--- config.mk ---
export PLATFORM = sky130hd
export DESIGN_NAME = leitor_teclado
export DESIGN_NICKNAME = d
export VERILOG_FILES = /design/src/rtl/leitor_teclado_pkg.sv /design/src/rtl/sincronizador.sv /design/src/rtl/leitor_teclado.sv
export SDC_FILE = /design/constraint.sdc
export NUM_CORES = 1
export LEC_CHECK = 0
export CAP_MARGIN = 15
export CORE_MARGIN = 2
export CORE_UTILIZATION = 60
export DETAILED_ROUTE_END_ITERATION = 10
export PLACE_DENSITY = 0.9
export SLEW_MARGIN = 10
export SYNTH_ARGS = -nofsm -noshare
export SYNTH_HDL_FRONTEND = slang
export SYNTH_HIERARCHICAL = 1
export SYNTH_SLANG_ARGS = --single-unit
--- constraint.sdc ---
create_clock -name clk -period 5.7 [get_ports clk]
set_input_delay 1.14 -clock clk [delete_from_list [all_inputs] [get_ports clk]]
set_output_delay 1.14 -clock clk [all_outputs]
set_load 0.02 [all_outputs]
--- src/rtl/leitor_teclado_pkg.sv ---
// Shared types and key codes for the keypad reader and the setup/lock consumers.
// Also holds the keypad decode helpers used by leitor_teclado.
package leitor_teclado_pkg;

    localparam int NUM_DIGITS = 20;

    localparam logic [3:0] KEY_STAR = 4'hE;
    localparam logic [3:0] KEY_HASH = 4'hF;

    typedef logic [3:0][3:0]            bcdPac_t;
    typedef logic [NUM_DIGITS-1:0][3:0] senhaPac_t;

    typedef struct packed {
        logic      valid;
        senhaPac_t senha;
    } setupPac_t;

    typedef enum logic [1:0] {
        SCAN      = 2'd0,
        DEB_PRESS = 2'd1,
        WAIT_REL  = 2'd2,
        DEB_REL   = 2'd3
    } state_t;

    function automatic logic is_onehot(input logic [3:0] v);
        return (v != 4'd0) && ((v & (v - 4'd1)) == 4'd0);
    endfunction

    function automatic logic [1:0] onehot_index(input logic [3:0] v);
        logic [1:0] idx;
        idx = 2'd0;
        for (int i = 0; i < 4; i++) begin
            if (v[i]) idx = 2'(i);
        end
        return idx;
    endfunction

    // Physical layout: rows 1-2-3-A / 4-5-6-B / 7-8-9-C / *-0-#-D.
    function automatic logic [3:0] key_code(input logic [1:0] row, input logic [1:0] col);
        logic [3:0] code;
        if (col == 2'd3) begin
            code = 4'hA + {2'b00, row};
        end else if (row != 2'd3) begin
            code = {2'b00, row} * 4'd3 + {2'b00, col} + 4'd1;
        end else begin
            case (col)
                2'd0:    code = KEY_STAR;
                2'd1:    code = 4'h0;
                default: code = KEY_HASH;
            endcase
        end
        return code;
    endfunction

endpackage

--- src/rtl/sincronizador.sv ---
// Two-flop synchronizer for asynchronous inputs, one independent chain per bit.
module sincronizador #(
    parameter int WIDTH = 4
) (
    input  logic             clk,
    input  logic             rst,
    input  logic [WIDTH-1:0] d,
    output logic [WIDTH-1:0] q
);

    genvar gi;
    generate
        for (gi = 0; gi < WIDTH; gi++) begin : g_bit
            logic meta_reg;
            logic sync_reg;

            always_ff @(posedge clk or negedge rst) begin
                if (!rst) begin
                    meta_reg <= 1'b0;
                    sync_reg <= 1'b0;
                end else begin
                    meta_reg <= d[gi];
                    sync_reg <= meta_reg;
                end
            end

            assign q[gi] = sync_reg;
        end
    endgenerate

endmodule

--- src/rtl/leitor_teclado.sv ---
// 4x4 keypad scanner with press/release debounce and a 20-digit entry buffer;
// '#' emits the buffer as a one-cycle packet, '*' clears it.
module leitor_teclado
    import leitor_teclado_pkg::*;
#(
    parameter int SCAN_CYCLES     = 4,
    parameter int DEBOUNCE_CYCLES = 8
) (
    input  logic       clk,
    input  logic       rst,
    input  logic [3:0] lin,
    output logic [3:0] col,
    output senhaPac_t  digitos_value,
    output logic       digitos_valid
);

    localparam int SCW = (SCAN_CYCLES > 1) ? $clog2(SCAN_CYCLES) : 1;
    localparam int DBW = (DEBOUNCE_CYCLES > 1) ? $clog2(DEBOUNCE_CYCLES) : 1;
    localparam logic [SCW-1:0] SCAN_LAST = SCW'(SCAN_CYCLES - 1);
    localparam logic [DBW-1:0] DEB_LAST  = DBW'(DEBOUNCE_CYCLES - 1);
    localparam senhaPac_t      ALL_F     = '1;
    localparam logic [4:0]     MAX_COUNT = 5'(NUM_DIGITS);

    logic [3:0]     lin_s;
    state_t         state_reg, state_next;
    logic [SCW-1:0] scan_cnt_reg;
    logic [DBW-1:0] deb_cnt_reg;
    logic [3:0]     col_reg;
    logic [3:0]     lin_cap_reg;
    senhaPac_t      digits_reg;
    logic [4:0]     count_reg;
    senhaPac_t      digitos_value_reg;
    logic           digitos_valid_reg;

    logic       lin_match;
    logic       press_done;
    logic       rel_done;
    logic       key_ok;
    logic [3:0] key;
    logic       push_digit;
    logic       clear_buf;
    logic       emit;

    sincronizador #(.WIDTH(4)) u_sync (
        .clk (clk),
        .rst (rst),
        .d   (lin),
        .q   (lin_s)
    );

    always_ff @(posedge clk or negedge rst) begin
        if (!rst) state_reg <= SCAN;
        else      state_reg <= state_next;
    end

    always_comb begin
        state_next = state_reg;
        case (state_reg)
            SCAN:      if (lin_s != 4'd0) state_next = DEB_PRESS;
            DEB_PRESS: if (!lin_match) state_next = SCAN;
                       else if (deb_cnt_reg == DEB_LAST) state_next = WAIT_REL;
            WAIT_REL:  if (lin_s == 4'd0) state_next = DEB_REL;
            DEB_REL:   if (lin_s != 4'd0) state_next = WAIT_REL;
                       else if (deb_cnt_reg == DEB_LAST) state_next = SCAN;
            default:   state_next = SCAN;
        endcase
    end

    // Decode uses the frozen column and the captured row pattern.
    always_comb begin
        lin_match  = (lin_s == lin_cap_reg);
        press_done = (state_reg == DEB_PRESS) && lin_match && (deb_cnt_reg == DEB_LAST);
        rel_done   = (state_reg == DEB_REL) && (lin_s == 4'd0) && (deb_cnt_reg == DEB_LAST);
        key_ok     = is_onehot(lin_cap_reg);
        key        = key_code(onehot_index(lin_cap_reg), onehot_index(col_reg));
        push_digit = press_done && key_ok && (key <= 4'd9);
        clear_buf  = press_done && key_ok && (key == KEY_STAR);
        emit       = press_done && key_ok && (key == KEY_HASH);
    end

    always_ff @(posedge clk or negedge rst) begin
        if (!rst) begin
            scan_cnt_reg <= '0;
            deb_cnt_reg  <= '0;
            col_reg      <= 4'b0001;
            lin_cap_reg  <= 4'd0;
        end else begin
            if (state_next != state_reg)
                deb_cnt_reg <= '0;
            else if (state_reg == DEB_PRESS || state_reg == DEB_REL)
                deb_cnt_reg <= deb_cnt_reg + DBW'(1);

            case (state_reg)
                SCAN: begin
                    if (lin_s != 4'd0) begin
                        lin_cap_reg  <= lin_s;
                        scan_cnt_reg <= '0;
                    end else if (scan_cnt_reg == SCAN_LAST) begin
                        scan_cnt_reg <= '0;
                        col_reg      <= {col_reg[2:0], col_reg[3]};
                    end else begin
                        scan_cnt_reg <= scan_cnt_reg + SCW'(1);
                    end
                end
                DEB_REL: begin
                    if (rel_done) begin
                        scan_cnt_reg <= '0;
                        col_reg      <= {col_reg[2:0], col_reg[3]};
                    end
                end
                default: ;
            endcase
        end
    end

    // Newest digit lands in digits[0]; a full buffer silently drops further digits.
    always_ff @(posedge clk or negedge rst) begin
        if (!rst) begin
            digits_reg        <= ALL_F;
            count_reg         <= 5'd0;
            digitos_value_reg <= ALL_F;
            digitos_valid_reg <= 1'b0;
        end else begin
            digitos_valid_reg <= emit;
            if (push_digit) begin
                if (count_reg < MAX_COUNT) begin
                    digits_reg <= {digits_reg[NUM_DIGITS-2:0], key};
                    count_reg  <= count_reg + 5'd1;
                end
            end else if (clear_buf) begin
                digits_reg <= ALL_F;
                count_reg  <= 5'd0;
            end else if (emit) begin
                digitos_value_reg <= digits_reg;
                digits_reg        <= ALL_F;
                count_reg         <= 5'd0;
            end
        end
    end

    assign col           = col_reg;
    assign digitos_value = digitos_value_reg;
    assign digitos_valid = digitos_valid_reg;

endmodule

==> results of run 1 <==
[worst max-delay path by stage]
| stage | end | slack (ns) | cells after the start |
|---|---|---|---|
| after floorplan | digits_reg[11] | 2.42 | 11 |
| after global placement | digits_reg[3] | 1.98 | 10 |
| after detailed placement | digits_reg[3] | 1.77 | 10 |
| after CTS | digits_reg[3] | 1.70 | 10 |
| after global routing | digits_reg[3] | 1.44 | 10 |
| final | digits_reg[3] | 1.71 | 10 |
[power by group through the flow]
| stage | Sequential [mW] | Combinational, mW | Clock (mW) |
|---|---|---|---|
| finish | 1.42 | 0.485 | 1.27 |
| global route | 1.43 | 0.539 | 1.34 |
| CTS | 1.42 | 0.481 | 1.29 |
| detailed placement | 1.44 | 0.463 | 0 |
| global placement | 1.43 | 0.435 | 0 |
| floorplan | 1.41 | 0.386 | 0 |
[per-stage QoR]
step / hold WS (ns) / cell area (um2) / setup slack (ns) / instances
floorplan: 0.331 / 7630 / 2.42 / 505
global placement: 0.334 / 8590 / 1.98 / 740
detailed placement: 0.338 / 8590 / 1.77 / 740
CTS: 0.351 / 9240 / 1.70 / 772
global route: 0.366 / 9240 / 1.44 / 772
finish: 0.349 / 9240 / 1.71 / 772
[area by class of cell]
type / count / area (um2)
flip-flops and latches: 189 / 4930
fillers: 815 / 3280
inverters: 10 / 37.5
multi-input cells: 272 / 2450
clock buffers: 24 / 502
clock inverters: 8 / 151
repair buffers: 97 / 955
well taps: 172 / 215
[kinds of logic (layout without fill, tap and decap cells)]
logic type	count (synthesis)	in the layout	synth area share
simple gates	53	53	0.0393
compound gates	115	115	0.126
xor+xnor	7	7	0.00803
buf+inv	44	139	0.0338
fa+ha+maj	10	10	0.0184
mux	87	87	0.128
flops	189	189	0.646
[critical path: stages, from the launching register on]
cell and delay (ns):
dfrtp_1 0.47, inv_1 0.06, a21oi_1 0.27, fa_1 0.52
fa_1 0.43, xor2_1 0.20, nor4_2 0.54, a211oi_1 0.23
nor2_4 0.40, buf_4 0.42, mux2_2 0.38
[layout by cell type (no fill, tap or decap), drive strengths merged, types with 3 or more instances in the layout]
cell,synthesis,routed
o21ai,8,8
a211oi,6,6
nor2,16,16
nor2b,4,4
o22a,79,79
nand3,3,3
a21oi,5,5
bufinv,0,4
inv,10,11
clkdlybuf4s50,0,89
clkbuf,13,24
a22o,6,6
nand2b,3,3
buf,21,8
xor2,6,6
ha,8,8
dfrtp,28,28
nor4,5,5
dfstp,161,161
mux2,86,86
nor3,3,3
clkinv,0,3
nand2,9,9
[metal layers]
layer,wire length [um],part of all wire
met1,5960,0.43
met2,7050,0.50
met3,716,0.051
met4,238,0.017
met5,0,0
==> results.json, run 1 <==
{
  "outcome": "completed",
  "use_met2": 0.352,
  "min_path_cells": 0,
  "p_switching_uw": 836,
  "firstDrtPassIters": 5,
  "clkTransAtPathRegs_ns": 0.07,
  "via_per_inst": 5.83,
  "cts_setup_buffers": 0,
  "critPathMaxFanout": 33,
  "syn-num-nets": 521,
  "drt-wirelength-per-cell_um": 18.1,
  "reg2reg_depth": 10,
  "drt_iter0_drc": 347,
  "antennaDiodeCount": 0,
  "rsz0062_at_grt": "no",
  "async_flop_share": 1.00,
  "r2r_end": "digits_reg[3]",
  "row_count": 41,
  "grt_antenna_before_repair": 0,
  "p_comb_frac": 0.152,
  "yosys.area.top_type_share": 0.554,
  "layout-drive-gt1-share": 0.483,
  "cts_tree": "yes",
  "period_share": 0.700,
  "ant_nets": 0,
  "cellPowerDensity_nw_per_um2": 344,
  "grt.total_usage": 0.220,
  "min_period_ns": 3.99,
  "coreArea_um2": 12500,
  "slew_viol_final": 0,
  "clock-sinks": 189,
  "syn_to_final_growth_pct": 21.1,
  "synth-seq-cells": 189,
  "synth_top_area_cell": "dfstp_2",
  "top_usage_layer": "met2",
  "cts_buffers": 17,
  "gr-total-overflow": 0,
  "cap_viol_max_count": 0,
  "crit_start": "lin_cap_reg[2]",
  "ys_warn_count": 6,
  "critPathLaunchType": "flop",
  "cts-resized-gates": 0,
  "die-area_um2": 13600,
  "synth_area_um2": 7630,
  "crit_type": "flop to flop",
  "grt_use_met1": 0.287,
  "cp.required_ns": 6.06,
  "chipHeight_um": 117,
  "root_buffer": "clkbuf_16",
  "met3_usage": 0.0608,
  "rrSetupSlack_ns": 1.71,
  "seq_power_share": 0.447,
  "start_util": 0.610,
  "intPower_mw": 2.34,
  "grt_pass1_vias": 4625,
  "synth_cells": 505,
  "dp_hpwl_um": 8810,
  "max_slew.worst_pin.slew_ns": 1.03,
  "io_pins": 91,
  "regToRegStartpoint": "lin_cap_reg[2]",
  "setup-violations-final": 0,
  "worst_ir_drop_vdd_uv": 232,
  "synth_most_common_cell": "dfstp_2",
  "fmax_mhz": 251,
  "total_leakage_power_nw": 3.70,
  "nets": 603,
  "yosysUniqueCellTypes": 46,
  "tns_ns": 0,
  "clockPowerShare": 0.401,
  "cp.arrival_ns": 4.35,
  "cts_hold_buf": 0,
  "hp-start": "u_sync/g_bit[1].meta_reg",
  "synth_edf_count": 0,
  "synth_top_flop_cell": "dfstp_2",
  "postLayoutCoreUtil": 0.738,
  "hold_path_class": "flop to flop",
  "grt_first_pass_wirelength_um": 22900,
  "swShare": 0.263,
  "avgSynthCellArea_um2": 15.1,
  "io_buffers": 90,
  "slew_headroom": 0.313,
  "finalClockSkew_ns": 0.0113,
  "num_vias": 4500,
  "ys_seq_area_frac": 0.646,
  "die_x_um": 117,
  "netlist_top_cells_count": "161 x dfstp_2, 86 x mux2_2, 79 x o22a_1",
  "drt_wl_total_um": 14000,
  "cts_buffer_depth": 2,
  "grt_max_degree": 114,
  "drc": 0,
  "hold_viol_final": 0,
  "gp_congestion": 0.832,
  "htree_levels": 4,
  "power.total_mw": 3.18,
  "yosys-top-cells-area": "dfstp_2 55%, mux2_2 13%, dfrtp_1 9.2%",
  "min_to": "u_sync/g_bit[1].sync_reg",
  "worst_setup_path_end_kind": "flop",
  "clk_latency_ns": 0.43
}
Power figures use the tool's default switching activity.
==> run 2, diff against run 1 <==
- CORE_UTILIZATION: 60 -> 55
- PLACE_DENSITY: 0.9 -> 0.84
- clock period: 5.7 -> 3.8 ns (I/O delays scaled with it)
==> results.json, run 2 (synthesized netlist as in run 1, its figures left out) <==
{
  "syn_to_final_growth_pct": 20.5,
  "row_count": 43,
  "cts_tree": "yes",
  "finalClockSkew_ns": 0.00812,
  "fill_cells": 941,
  "final_cell_count_no_fill": 783,
  "critical_path.max_stage_delay_ns": 0.51,
  "root_buffer": "clkbuf_16",
  "critPathLaunchType": "flop",
  "setup-violations-final": 0,
  "clock-sinks": 189,
  "die_x_um": 122,
  "gp_congestion": 0.866,
  "hold_path_class": "flop to flop",
  "cts_setup_buffers": 0,
  "crit_type": "flop to flop",
  "critPathBufInv": 4,
  "setup_ws_ns": 0.265,
  "crit_family": "compound AO/OA/AOI/OAI gates",
  "htree_levels": 4,
  "slew_viol_final": 0,
  "io_buffers": 90,
  "num_vias": 4383,
  "cts_hold_buf": 0,
  "coreArea_um2": 13700,
  "hold_viol_final": 0,
  "drc": 0,
  "cap_viol_max_count": 0,
  "drt_iter0_drc": 405,
  "nets": 606,
  "tns_ns": 0,
  "wl_met3_um": 462,
  "ant_nets": 0,
  "grt_antenna_before_repair": 0,
  "grt_pass1_vias": 4532,
  "worst_ir_drop_vdd_uv": 319,
  "cp.required_ns": 4.15,
  "rsz0062_at_grt": "no",
  "outcome": "completed",
  "worst_setup_path_end_kind": "flop",
  "period_share": 0.930,
  "wl_met1_um": 6060,
  "max_slew.worst_pin.slew_ns": 0.833,
  "cp_cell_sequence": "inv_1 -> a21oi_1 -> fa_1 -> inv_1 -> ha_1 -> a211oi_1 -> nor4_2 -> buf_4 -> o2111ai_4 -> buf_4 -> mux2_2",
  "final_cell_mix": "161 x dfstp_2, 89 x clkdlybuf4s50_1, 86 x mux2_2, 79 x o22a_1, 28 x dfrtp_1",
  "cts-resized-gates": 0,
  "dp.cells": 751,
  "grt_first_pass_wirelength_um": 22900,
  "highest_layer": "met4",
  "regArea_um2": 4930,
  "cts_buffer_depth": 2,
  "drt-wirelength-per-cell_um": 17.5,
  "firstDrtPassIters": 4,
  "multi_input_area_um2": 2450,
  "io_pins": 91,
  "pre_cts_ws_ns": 0.167,
  "layout-drive-gt1-share": 0.484,
  "layout_commonest_cell": "dfstp_2",
  "clkTransAtPathRegs_ns": 0.06,
  "drt_wl_total_um": 13700,
  "clk_latency_ns": 0.43,
  "wl_met2_um": 6920,
  "fmax_mhz": 283,
  "start_util": 0.556,
  "antennaDiodeCount": 0,
  "grt.total_usage": 0.198,
  "via_per_inst": 5.60,
  "cp_slowest_cell": "fa_1",
  "die-area_um2": 14800,
  "dp_hpwl_um": 8740,
  "cellPowerDensity_nw_per_um2": 484,
  "gr-total-overflow": 0,
  "slew_headroom": 0.440,
  "total_leakage_power_nw": 3.67,
  "cp.arrival_ns": 3.89,
  "grt_max_degree": 90,
  "cts_buffers": 17,
  "critPathMaxFanout": 38,
  "min_period_ns": 3.54,
  "chipHeight_um": 122
}
-- run 2: changes by cell type in the layout (fill, tap and decap cells not counted), sizes merged --
cell      delta
buf          +3
bufinv       -4
clkbuf       -1
clkinvlp     +2
inv          +3
-- run 2: stage by stage --
| step | power [mW] | utilization | instance area [um2] | hold slack [ns] |
|---|---|---|---|---|
| finish | 4.45 | 0.670 | 9190 | 0.353 |
| floorplan | 2.70 | - | 7630 | 0.331 |
| detailed placement | 2.86 | 0.631 | 8660 | 0.339 |
| global route | 4.66 | 0.670 | 9190 | 0.365 |
| global placement | 2.81 | 0.631 | 8660 | 0.334 |
| CTS | 4.47 | 0.669 | 9190 | 0.354 |
-- run 2: routing by layer --
layer,track usage,vias up
met1,0.261,2245
li1,-,2032
met5,0,-
met3,0.0421,17
met4,0.0769,0
met2,0.323,89
-- run 2: worst paths after layout --
| check | start | endpoint | slack (ns) | cells past startpoint |
|---|---|---|---|---|
| worst max-delay path | lin_cap_reg[2] | digitos_value[52] | 0.26 | 11 |
| worst min-delay path | u_sync/g_bit[1].meta_reg | u_sync/g_bit[1].sync_reg | 0.35 | 0 |
| worst max register to register | lin_cap_reg[2] | digitos_value[52] | 0.26 | 11 |
| worst min register to register | u_sync/g_bit[1].meta_reg | u_sync/g_bit[1].sync_reg | 0.35 | 0 |
| max in group asynchronous | rst | digitos_value[12] | 2.48 | 2 |
| min in group asynchronous | rst | state_reg[0] | 0.40 | 1 |
-- run 2: final cells by class --
type | instances | area share
Inverter | 10 | 0.00408
Clock buffer | 23 | 0.0509
Multi-Input combinational cell | 272 | 0.267
Timing Repair Buffer | 100 | 0.111
Sequential cell | 189 | 0.536
Tap cell | 180 | 0.0245
Clock inverter | 9 | 0.00653
-- run 2: where the power goes --
group | internal, mW | switching, mW | leakage [nW] | total, mW
Clock | 0.873 | 0.728 | 0.260 | 1.60
Combinational | 0.272 | 0.443 | 1.39 | 0.715
Sequential | 2.06 | 0.0690 | 2.02 | 2.13
Total | 3.21 | 1.24 | 3.67 | 4.45
-- run 2: worst register-to-register path, delay by kind of cell, from the launching register on --
kind                     cells  cell delay [ns]
AND/OR/NAND/NOR              1             0.09
multiplexers                 1             0.42
adder cells (fa/ha/maj)      2             0.73
AO/OA/AOI/OAI                3             0.94
flip-flops                   1             0.48
buffers and inverters        4             0.80
